===== src/rtl/pe_fft_pkg.sv =====
// Shared definitions for the radix-2 FFT PE control path: defaults, FSM
// encoding, the twiddle word type and the twiddle table builder.
package pe_fft_pkg;

    localparam int WIDTH_DEF  = 32;
    localparam int SHIFT_DEF  = 16;
    localparam int LOG2N_DEF  = 4;
    localparam int GAP_DEF    = 3;
    localparam int PE_LAT_DEF = 3;

    // Fixed-point scale used while evaluating the series; 2^28 keeps every
    // intermediate product inside 64 bits for angles below pi.
    localparam int     TF_FRAC   = 28;
    localparam longint TWO_PI_FX = 64'sd1686629713;   // 2*pi * 2^28

    typedef enum logic [1:0] {
        ST_IDLE  = 2'd0,
        ST_ISSUE = 2'd1,
        ST_GAP   = 2'd2,
        ST_DRAIN = 2'd3
    } state_e;

    // One twiddle entry before truncation to the datapath width.
    typedef struct packed {
        logic signed [63:0] re;
        logic signed [63:0] im;
    } tf_pair_t;

    // Convert a 2^TF_FRAC fixed-point value to 2^shift, rounding half away from zero.
    function automatic longint fx_to_q(input longint v, input int shift);
        longint mag;
        longint r;
        mag = (v < 64'sd0) ? -v : v;
        r   = ((mag <<< shift) + (64'sd1 <<< (TF_FRAC - 1))) >>> TF_FRAC;
        return (v < 64'sd0) ? -r : r;
    endfunction

    // Twiddle W_N^k = cos(2*pi*k/N) - j*sin(2*pi*k/N), evaluated with integer
    // Taylor series so that it folds to a constant at elaboration time.
    function automatic tf_pair_t tf_entry(input int k, input int log2n, input int shift);
        longint   theta;
        longint   c_sum;
        longint   c_term;
        longint   s_sum;
        longint   s_term;
        longint   den;
        tf_pair_t e;
        theta  = (TWO_PI_FX * longint'(k)) >>> log2n;
        c_sum  = 64'sd1 <<< TF_FRAC;
        c_term = c_sum;
        s_sum  = theta;
        s_term = theta;
        for (int n = 1; n <= 20; n++) begin
            den    = longint'((2 * n - 1) * (2 * n));
            c_term = (c_term * theta) >>> TF_FRAC;
            c_term = (c_term * theta) >>> TF_FRAC;
            c_term = -(c_term / den);
            c_sum  = c_sum + c_term;
            den    = longint'((2 * n) * (2 * n + 1));
            s_term = (s_term * theta) >>> TF_FRAC;
            s_term = (s_term * theta) >>> TF_FRAC;
            s_term = -(s_term / den);
            s_sum  = s_sum + s_term;
        end
        e.re = fx_to_q(c_sum, shift);
        e.im = -fx_to_q(s_sum, shift);
        return e;
    endfunction

endpackage


===== src/rtl/tf_rom.sv =====
// Combinational twiddle ROM: exponent k (0..N/2-1) -> {re, im}.
module tf_rom
    import pe_fft_pkg::*;
#(
    parameter int WIDTH = WIDTH_DEF,
    parameter int SHIFT = SHIFT_DEF,
    parameter int LOG2N = LOG2N_DEF
) (
    input  logic [LOG2N-2:0]   k,
    output logic [2*WIDTH-1:0] tf
);

    localparam int HALF_N = 1 << (LOG2N - 1);

    logic [2*WIDTH-1:0] tab_s [HALF_N];

    for (genvar i = 0; i < HALF_N; i++) begin : g_tab
        localparam tf_pair_t ENTRY = tf_entry(i, LOG2N, SHIFT);
        assign tab_s[i] = {ENTRY.re[WIDTH-1:0], ENTRY.im[WIDTH-1:0]};
    end

    // Table lookup for the requested exponent.
    always_comb begin
        tf = tab_s[k];
    end

endmodule


===== src/rtl/pe_tf_sequencer.sv =====
// Twiddle/bypass sequencer for the radix-2 butterfly PE: walks an N-point
// FFT stage by stage, with a gap between stages and a drain before done.
module pe_tf_sequencer
    import pe_fft_pkg::*;
#(
    parameter int WIDTH  = WIDTH_DEF,
    parameter int SHIFT  = SHIFT_DEF,
    parameter int LOG2N  = LOG2N_DEF,
    parameter int GAP    = GAP_DEF,
    parameter int PE_LAT = PE_LAT_DEF
) (
    input  logic                       Clk,
    input  logic                       Reset_n,
    input  logic                       start,
    input  logic                       hold,
    output logic                       busy,
    output logic                       done,
    output logic                       issue_valid,
    output logic [LOG2N-3:0]           issue_cnt,
    output logic [$clog2(LOG2N)-1:0]   stage,
    output logic [2*WIDTH-1:0]         tf,
    output logic                       bypass_n
);

    localparam int CW   = LOG2N - 2;
    localparam int SW   = $clog2(LOG2N);
    localparam int KW   = LOG2N - 1;
    localparam int GMAX = (GAP > PE_LAT) ? GAP : PE_LAT;
    localparam int GCW  = $clog2(GMAX + 1);

    localparam logic [CW-1:0]  C_LAST     = CW'((1 << CW) - 1);
    localparam logic [SW-1:0]  S_LAST     = SW'(LOG2N - 1);
    localparam logic [GCW-1:0] GAP_LOAD   = GCW'(GAP - 1);
    localparam logic [GCW-1:0] DRAIN_LOAD = GCW'(PE_LAT - 1);

    state_e             state_q, state_d;
    logic [CW-1:0]      c_q, c_d;
    logic [SW-1:0]      s_q, s_d;
    logic [GCW-1:0]     g_q, g_d;
    logic [2*WIDTH-1:0] tf_q, tf_d;
    logic               byp1_q, byp1_d;
    logic               bypass_n_q, bypass_n_d;
    logic               busy_q, busy_d;
    logic               done_q, done_d;

    logic               issue_s;
    logic [CW-1:0]      c_nx_s;
    logic [KW-1:0]      k_s;
    logic [2*WIDTH-1:0] rom_tf_s;

    // An issue happens in every ISSUE cycle the data source is not stalling.
    always_comb begin
        issue_s = (state_q == ST_ISSUE) && !hold;
    end

    // Exponent for the slot that follows this cycle: next c in the current
    // stage, c = 0 (k = 0) when a stage wraps or a run starts.
    always_comb begin
        if ((state_q == ST_ISSUE) && (c_q != C_LAST)) begin
            c_nx_s = c_q + 1'b1;
        end else begin
            c_nx_s = '0;
        end
        k_s = {1'b0, c_nx_s} << s_q;
        k_s = k_s << 1;
    end

    tf_rom #(
        .WIDTH (WIDTH),
        .SHIFT (SHIFT),
        .LOG2N (LOG2N)
    ) u_tf_rom (
        .k  (k_s),
        .tf (rom_tf_s)
    );

    // Next-state logic for the run FSM, counters and registered outputs.
    always_comb begin
        state_d    = state_q;
        c_d        = c_q;
        s_d        = s_q;
        g_d        = g_q;
        tf_d       = tf_q;
        done_d     = 1'b0;
        byp1_d     = issue_s && (s_q != S_LAST);
        bypass_n_d = byp1_q;
        case (state_q)
            ST_IDLE: begin
                if (start) begin
                    state_d = ST_ISSUE;
                    c_d     = '0;
                    s_d     = '0;
                    tf_d    = rom_tf_s;
                end else begin
                    state_d = ST_IDLE;
                end
            end
            ST_ISSUE: begin
                if (!hold) begin
                    tf_d = rom_tf_s;
                    c_d  = c_nx_s;
                    if (c_q == C_LAST) begin
                        if (s_q == S_LAST) begin
                            state_d = ST_DRAIN;
                            g_d     = DRAIN_LOAD;
                        end else begin
                            state_d = ST_GAP;
                            g_d     = GAP_LOAD;
                        end
                    end else begin
                        state_d = ST_ISSUE;
                    end
                end else begin
                    state_d = ST_ISSUE;
                end
            end
            ST_GAP: begin
                if (g_q == '0) begin
                    state_d = ST_ISSUE;
                    s_d     = s_q + 1'b1;
                end else begin
                    g_d = g_q - 1'b1;
                end
            end
            ST_DRAIN: begin
                if (g_q == '0) begin
                    state_d = ST_IDLE;
                    s_d     = '0;
                    done_d  = 1'b1;
                end else begin
                    g_d = g_q - 1'b1;
                end
            end
            default: begin
                state_d = ST_IDLE;
            end
        endcase
        busy_d = (state_d != ST_IDLE);
    end

    // State and output registers with synchronous active-low reset.
    always_ff @(posedge Clk) begin
        if (!Reset_n) begin
            state_q    <= ST_IDLE;
            c_q        <= '0;
            s_q        <= '0;
            g_q        <= '0;
            tf_q       <= '0;
            byp1_q     <= 1'b0;
            bypass_n_q <= 1'b0;
            busy_q     <= 1'b0;
            done_q     <= 1'b0;
        end else begin
            state_q    <= state_d;
            c_q        <= c_d;
            s_q        <= s_d;
            g_q        <= g_d;
            tf_q       <= tf_d;
            byp1_q     <= byp1_d;
            bypass_n_q <= bypass_n_d;
            busy_q     <= busy_d;
            done_q     <= done_d;
        end
    end

    assign busy        = busy_q;
    assign done        = done_q;
    assign issue_valid = issue_s;
    assign issue_cnt   = c_q;
    assign stage       = s_q;
    assign tf          = tf_q;
    assign bypass_n    = bypass_n_q;

endmodule


===== config.mk =====
export PLATFORM = sky130hd
export DESIGN_NAME = pe_tf_sequencer
export DESIGN_NICKNAME = d
export VERILOG_FILES = /design/src/rtl/pe_fft_pkg.sv /design/src/rtl/tf_rom.sv /design/src/rtl/pe_tf_sequencer.sv
export SDC_FILE = /design/constraint.sdc
export NUM_CORES = 1
export LEC_CHECK = 0
export ABC_AREA = 1
export BUFFER_PORTS_ARGS = -buffer_cell sky130_fd_sc_hd__buf_4
export CAP_MARGIN = 15
export CORE_MARGIN = 5
export CORE_UTILIZATION = 30
export CTS_CLUSTER_DIAMETER = 120
export DETAILED_ROUTE_END_ITERATION = 7
export PLACE_DENSITY = 0.57
export SLEW_MARGIN = 10
export SYNTH_ARGS = -nofsm -noshare
export SYNTH_HDL_FRONTEND = slang
export SYNTH_HIERARCHICAL = 1
export SYNTH_SLANG_ARGS = --single-unit

===== constraint.sdc =====
create_clock -name Clk -period 5.19 [get_ports Clk]
set_clock_uncertainty 0.05 [all_clocks]
set_input_delay 1.038 -clock Clk [delete_from_list [all_inputs] [get_ports Clk]]
set_output_delay 1.038 -clock Clk [all_outputs]
set_load 0.01 [all_outputs]

==> impl_metrics.yaml, run 1 <==
timing:
  finalSetupViolations: 0
  rsz0062_at_grt: "false"
  hold_viol_final: 0
  tns_ns: 0
  slew_viol_final: 0
  period_share: 0.582
  maxSlewHeadroom: 0.277
  worst_hold_slack_ns: 0.365
  finalWorstPathRequiredPeriod_ns: 3.02
  fmax_ghz: 0.331
  worst_pin_slew_ns: 1.08
detailed_routing:
  vias: 2697
  firstDrtPassIters: 4
  wl_per_cell_um: 12.0
  viasPerCell: 4.29
  drtAntennaViolNets: 0
  drt_iter0_drc: 168
  drt-total-wl_um: 7550
  drc_errors: 0
flow_run:
  maxCapViolations: 0
worst_setup_path:
  reg2reg_to: "tf[57]"
  cp_max_fo: 16
  cp_cell_sequence: "inv_1 -> nor2_2 -> nand2_1 -> nor4_1 -> inv_1 -> ha_1 -> inv_1 -> nand2_1 -> inv_1 -> o21ai_0 -> nor2_1"
  cp_slowest_stage_delay_ns: 0.75
  cp-endpoint: "tf[57]"
  worst-setup-path-type: "flop to flop"
  arrival_ns: 3.24
  required_ns: 5.41
  setup.worst_path.start: "state_q[0]"
  cp-start-kind: "flop"
  slowest_stage: "nor4_1"
  ff2ff_path_depth: 11
  reg2reg_from: "state_q[0]"
  r2r_setup_slack_ns: 2.17
  cpMostUsedCell: "inv_1"
  endpoint_kind: "flop"
clocking:
  cts-resized-gates: 0
  clockBufferDepth: 2
  htree_levels: 3
  cts_tree: "done"
  numCtsBuffers: 9
  cts_setup_buffers: 0
  cts_sinks: 76
  insertion_delay_ns: 0.32
  cts_root_buf: "clkbuf_16"
  ctsHoldBuffers: 0
  clk_pin_slew_worst_paths_ns: 0.06
cells_and_area:
  area_growth_pct: 16.4
  layout.nets: 493
  drive_above_1_share: 0.202
  fin_util: 0.353
  final_cell_area_um2: 3980
  n_fill_cell: 1208
  num_antenna_cells: 0
logic_synthesis:
  synth_top_area_share: 0.445
  ys_async_sr_fraction: 0
  ys.flop_type: "dfxtp_1"
  syn-cell-area_um2: 3420
  yosysMostFrequentCell: "nor2_1"
  ys_top_cells_by_count: "nor2_1, dfxtp_1, o21ai_0"
  synth_edf_count: 0
  avgSynthCellArea_um2: 7.46
  synthCells: 458
  ys_seq_area_frac: 0.445
  ys_seq_elements: 76
  synthDistinctLibCells: 25
  synth_area_leaders: "dfxtp_1, nor2_1, buf_4, o21ai_0, nand2_1"
  synth_top_area_cell: "dfxtp_1"
  yosys_warnings: 6
power_and_ir_drop:
  power.density_nw_per_um2: 396
  ir_drop_uv: 140
  p_leak_uw: 0.00195
  power.total_uw: 1570
floorplan:
  core.rowCount: 39
  die_area_um2: 13600
  die_h_um: 117
  io-pin-count: 76
  die_w_um: 117
  start_util: 0.303
  core_area_um2: 11300
global_route:
  grt_max_degree: 72
  track_usage: 0.115
  grt_pass1_wl_um: 12500
  grt_remaining_overflow: 0
  antenna_found_initial: 0
  grt_pass1_vias: 2667
placement:
  port_buffers: 75
  placed_cell_area_um2: 3680
  hpwlAfterDp_um: 5150
  gp_congestion: 0.754
min_path:
  min_path_type: "flop to flop"
status:
  status: "finished clean"
state kept, by name (all words and copies together) (netlist names):
name	count
state_q	2
done	1
tf	64
bypass_n	1
issue_cnt	2
stage	2
byp1_q	1
busy	1
g_q	2
placed cells by master, fill, tap and decap left out, types with 2 or more instances in the layout:
| master | count |
|---|---|
| clkbuf_16 | 9 |
| nand4_1 | 2 |
| o21ai_0 | 50 |
| clkinv_2 | 2 |
| nand3_1 | 7 |
| inv_1 | 20 |
| clkinv_4 | 2 |
| o21ai_1 | 17 |
| nor2_1 | 140 |
| ha_1 | 9 |
| nand2_2 | 3 |
| conb_1 | 7 |
| nand2_1 | 47 |
| a21oi_1 | 6 |
| buf_4 | 76 |
| dfxtp_1 | 76 |
cell families after synthesis:
kind of cell,synth area share
other cells,0.00220
buf+inv,0.173
flops,0.445
compound gates,0.109
simple gates,0.237
fa+ha+maj,0.0330
metal layers:
metal	track usage	vias to the layer above	routed length, um
li1	-	1428	-
met1	0.138	1205	3340
met2	0.197	57	3580
met3	0.0368	7	565
met4	0.0367	0	73
met5	0	-	0
how the worst min path moves through the flow:
stage	startpoint	end	cells after the start
6_report	byp1_q	bypass_n	2
5_1_grt	byp1_q	bypass_n	2
4_1_cts	byp1_q	bypass_n	2
3_5_place_dp	byp1_q	bypass_n	2
3_3_place_gp	byp1_q	bypass_n	2
2_1_floorplan	byp1_q	bypass_n	2
critical path, delay by kind of cell (launching register included):
| family | cells | cell delay [ns] |
|---|---|---|
| simple gates | 5 | 1.26 |
| buf+inv | 4 | 0.80 |
| flops | 1 | 0.42 |
| fa+ha+maj | 1 | 0.27 |
| compound gates | 1 | 0.16 |
where the power goes:
part           internal (uW)  switching [uW]  total (uW)
Clock                    372             237         609
Sequential               643            32.6         675
Combinational            121             168         289
Total                   1140             438        1570
cell type report:
type / instances / area, um^2 / share of cell area
inverter: 22 / 90.1 / 0.0227
clock inverter: 6 / 65.1 / 0.0164
clock buffer: 10 / 229 / 0.0576
multi-input combinational: 295 / 1320 / 0.332
sequential: 76 / 1520 / 0.383
tap: 143 / 179 / 0.0450
timing repair buffer: 76 / 571 / 0.143
stage by stage:
step | setup WS [ns] | cells
after CTS | 2.11 | 628
final | 2.17 | 628
after global routing | 1.74 | 628
after floorplan | 2.77 | 463
after detailed placement | 2.12 | 612
after global placement | 2.22 | 612
No activity file was read; power rests on OpenSTA's default activity.
==> run 2: changes to the inputs <==
==> constraint.sdc (replaced) <==
create_clock -name Clk -period 3.07 [get_ports Clk]
set_clock_uncertainty 0.05 [all_clocks]
set_input_delay 0.614 -clock Clk [delete_from_list [all_inputs] [get_ports Clk]]
set_output_delay 0.614 -clock Clk [all_outputs]
set_load 0.01 [all_outputs]
==> impl_metrics.yaml, run 2 (synthesized netlist as in run 1, its figures left out) <==
timing:
  fmax_ghz: 0.419
  period_share: 0.777
  finalSetupViolations: 0
  hold_viol_final: 0
  tns_ns: 0
  setup_ws_ns: 0.684
  maxSlewHeadroom: 0.594
  finalWorstPathRequiredPeriod_ns: 2.39
  slew_viol_final: 0
  rsz0062_at_grt: "false"
  worst_pin_slew_ns: 0.609
worst_setup_path:
  reg2reg_to: "tf[49]"
  cpMostUsedCell: "inv_1"
  ff2ff_path_depth: 12
  required_ns: 3.28
  arrival_ns: 2.60
  worst-setup-path-type: "flop to flop"
  reg2reg_from: "state_q[0]"
  cp_cell_sequence: "inv_1 -> nor2_2 -> nand2_1 -> nor4_1 -> buf_4 -> inv_1 -> ha_1 -> inv_1 -> nand2_1 -> inv_1 -> o21ai_0 -> nor2_1"
  endpoint_kind: "flop"
  slowest_stage: "dfxtp_1"
  cp_max_fo: 16
  r2r_setup_slack_ns: 0.68
  cp-start-kind: "flop"
  cp_slowest_stage_delay_ns: 0.41
detailed_routing:
  firstDrtPassIters: 4
  drt-total-wl_um: 7680
  viasPerCell: 4.31
  drt_iter0_drc: 113
  wl_per_cell_um: 12.2
  vias: 2717
  drc_errors: 0
  drtAntennaViolNets: 0
clocking:
  clk_pin_slew_worst_paths_ns: 0.06
  numCtsBuffers: 9
  cts_tree: "done"
  insertion_delay_ns: 0.33
  ctsHoldBuffers: 0
  cts_root_buf: "clkbuf_16"
  cts_setup_buffers: 0
  clockBufferDepth: 2
  cts_sinks: 76
  cts-resized-gates: 0
  htree_levels: 3
flow_run:
  maxCapViolations: 0
floorplan:
  die_area_um2: 13600
  start_util: 0.303
  core_area_um2: 11300
  die_h_um: 117
  core.rowCount: 39
  die_w_um: 117
  io-pin-count: 76
placement:
  place_ws_ns: 0.696
  gp_congestion: 0.814
  dp_cells: 615
  port_buffers: 75
  hpwlAfterDp_um: 5280
cells_and_area:
  largest_reg_flops: 64
  area_growth_pct: 17.7
  fin_util: 0.357
  layout.nets: 496
  num_antenna_cells: 0
  drive_above_1_share: 0.207
  fin_cells: 631
  final_cell_mix: "nor2_1, buf_4, dfxtp_1"
  final_common_cell: "nor2_1"
status:
  status: "finished clean"
min_path:
  holdPathStages: 2
  hold_start: "byp1_q"
  min_path_type: "flop to flop"
  whs_endpoint: "bypass_n"
global_route:
  grt_pass1_vias: 2532
  track_usage: 0.116
  grt_max_degree: 72
  antenna_found_initial: 0
  grt_pass1_wl_um: 12300
  grt_remaining_overflow: 0
power_and_ir_drop:
  ir_drop_uv: 272
  power.density_nw_per_um2: 672
  p_leak_uw: 0.00198
  power.total_uw: 2700
-- run 2: critical path: cells and delay by family, from the launching register on --
family                     cells  cell delay, ns
AOI/OAI and AO/OA              1            0.15
and+or+nand+nor                5            0.72
DFF                            1            0.41
buffers and inverters          5            0.78
adders and majority gates      1            0.21
-- run 2: per-stage QoR --
step / hold WS (ns) / instance area, um^2
2_1_floorplan: 0.340 / 3430
6_report: 0.366 / 4020
5_1_grt: 0.383 / 4020
3_3_place_gp: 0.356 / 3720
4_1_cts: 0.369 / 4020
3_5_place_dp: 0.354 / 3720
-- run 2: worst max-delay path by stage --
stage,start,slack (ns),end
floorplan,issue_cnt[0],0.65,tf[49]
finish,state_q[0],0.68,tf[49]
detailed placement,state_q[0],0.70,tf[49]
CTS,state_q[0],0.68,tf[49]
global placement,state_q[0],0.82,tf[61]
global route,state_q[0],0.35,tf[52]
-- run 2: layout make-up --
class	count	area, um^2
sequential	76	1520
inverter	22	90.1
clock buffer	12	256
tap	143	179
multi-input combinational	295	1320
clock inverter	4	47.5
fill	1187	7250
timing repair buffer	79	606
-- run 2: routing by layer --
layer,vias up,track usage,share of wire
met5,-,0,0
met4,0,0.0459,0.011
met3,7,0.0399,0.076
met2,64,0.190,0.47
met1,1209,0.140,0.44
li1,1437,-,-
-- run 2: report_power, final --
group / internal, uW / switching [uW] / leakage [uW]
clock: 671 / 391 / 0.000149
sequential: 1090 / 56.2 / 0.000629
combinational: 209 / 287 / 0.00120
==> run 3: changes to the inputs <==
--- a/config.mk
+++ b/config.mk
@@ -12,7 +12,7 @@
 export CORE_UTILIZATION = 30
 export CTS_CLUSTER_DIAMETER = 120
 export DETAILED_ROUTE_END_ITERATION = 7
-export PLACE_DENSITY = 0.57
+export PLACE_DENSITY = 0.59
 export SLEW_MARGIN = 10
 export SYNTH_ARGS = -nofsm -noshare
 export SYNTH_HDL_FRONTEND = slang
==> constraint.sdc (replaced) <==
create_clock -name Clk -period 1.97 [get_ports Clk]
set_clock_uncertainty 0.05 [all_clocks]
set_input_delay 0.394 -clock Clk [delete_from_list [all_inputs] [get_ports Clk]]
set_output_delay 0.394 -clock Clk [all_outputs]
set_load 0.01 [all_outputs]
==> impl_metrics.yaml, run 3 (synthesized netlist as in run 1, its figures left out) <==
status:
  status: "finished clean"
floorplan:
  die_area_um2: 13600
  die_w_um: 117
  io-pin-count: 76
  core.rowCount: 39
  die_h_um: 117
  start_util: 0.303
  core_area_um2: 11300
cells_and_area:
  n_fill_cell: 1160
  fin_cells: 645
  num_antenna_cells: 0
  layout.nets: 511
  area_growth_pct: 23.4
  final_common_cell: "nor2_1"
  largest_reg_flops: 64
  drive_above_1_share: 0.263
  final_cell_mix: "nor2_1, buf_4, dfxtp_1"
detailed_routing:
  drtAntennaViolNets: 0
  vias: 2824
  wl_per_cell_um: 12.4
  firstDrtPassIters: 4
  drt-total-wl_um: 8010
  viasPerCell: 4.38
  drc_errors: 0
  drt_iter0_drc: 150
clocking:
  insertion_delay_ns: 0.33
  numCtsBuffers: 9
  htree_levels: 3
  cts_tree: "done"
  clockBufferDepth: 2
  cts_root_buf: "clkbuf_16"
  cts_sinks: 76
  clk_pin_slew_worst_paths_ns: 0.06
global_route:
  antenna_found_initial: 0
  grt_max_degree: 43
  track_usage: 0.121
  grt_remaining_overflow: 0
  grt_pass1_wl_um: 12700
  grt_pass1_vias: 2565
worst_setup_path:
  cp_top_family: "simple AND/OR/NAND/NOR gates"
  required_ns: 2.19
  cp_cell_sequence: "ha_2 -> inv_2 -> nand2_4 -> nor4_4 -> inv_2 -> ha_4 -> nand2_1 -> nand2_2 -> o21ai_0 -> nor2_1"
  endpoint_kind: "flop"
  cp_max_fo: 5
  cp_slowest_stage_delay_ns: 0.33
  slowest_stage: "dfxtp_2"
  cpMostUsedCell: "inv_2"
  cp-start-kind: "flop"
  worst-path-buf-inv: 2
  worst-setup-path-type: "flop to flop"
  arrival_ns: 2.04
placement:
  port_buffers: 75
  gp_congestion: 0.851
  dp_cells: 624
  hpwlAfterDp_um: 5640
power_and_ir_drop:
  ir_drop_uv: 403
  power.density_nw_per_um2: 1020
  p_leak_uw: 0.00206
timing:
  slew_viol_final: 0
  finalSetupViolations: 0
  period_share: 0.927
  tns_ns: 0
  hold_viol_final: 0
  fmax_ghz: 0.548
  finalWorstPathRequiredPeriod_ns: 1.83
min_path:
  min_path_type: "input pin to flop"
flow_run:
  maxCapViolations: 0
[run 3: cell count changes in the layout (fill, tap and decap cells not counted), sizes merged]
cell | before | now
buf | 79 | 93
clkbuf | 12 | 14
clkinvlp | 1 | 0
inv | 22 | 21
[run 3: layer usage]
layer | wire [um] | global-route usage | vias to the layer above | part of all wire
met4 | 133 | 0.0436 | 0 | 0.017
met5 | 0 | 0 | - | 0
li1 | - | - | 1470 | -
met2 | 3760 | 0.190 | 82 | 0.47
met3 | 530 | 0.0513 | 13 | 0.066
met1 | 3580 | 0.149 | 1259 | 0.45
[run 3: per-stage QoR]
step	utilization	setup WS, ns	hold WS, ns	area [um^2]	total power [uW]
6_report	0.374	0.145	0.371	4220	4290
3_5_place_dp	0.339	0.0485	0.358	3820	2640
2_1_floorplan	-	0.0161	0.340	3470	2410
5_1_grt	0.374	-0.00487	0.392	4220	4550
4_1_cts	0.366	0.0234	0.359	4130	4330
3_3_place_gp	0.339	0.0791	0.370	3820	2620
[run 3: path summary, 6_finish.rpt]
kind	from	to	cells past startpoint	slack, ns
worst max-delay path	issue_cnt[0]	tf[0]	10	0.14
worst min register to register	byp1_q	bypass_n	2	0.38
worst min-delay path	hold	byp1_q	4	0.37
worst max register to register	issue_cnt[0]	tf[0]	10	0.14
[run 3: report_power, final]
| part | switching [uW] | internal [uW] |
|---|---|---|
| registers | 86.9 | 1700 |
| logic | 474 | 371 |
| clock network | 589 | 1080 |
[run 3: area by class of cell]
cell class                      instances  area (um^2)  area share
Sequential cell                        76         1520       0.362
Multi-Input combinational cell        295         1390       0.330
Timing Repair Buffer                   93          714       0.169
Clock buffer                           14          274      0.0650
Tap cell                              143          179      0.0424
Inverter                               22         97.6      0.0232
Clock inverter                          1         30.0     0.00712
Timing Repair inverter                  1         5.00     0.00119
[run 3: worst min-delay path: stages]
cell and delay (ns):
buf_4 0.09, inv_1 0.04, nand2_1 0.12, nor3_1 0.06
[run 3: what timing repair did]
| item | CTS | global route |
|---|---|---|
| setup buffers | 0 | 5 |
| resized for setup | 0 | 19 |
| hold buffers | 0 | 0 |
| setup endpoints to repair | 0 | 49 |
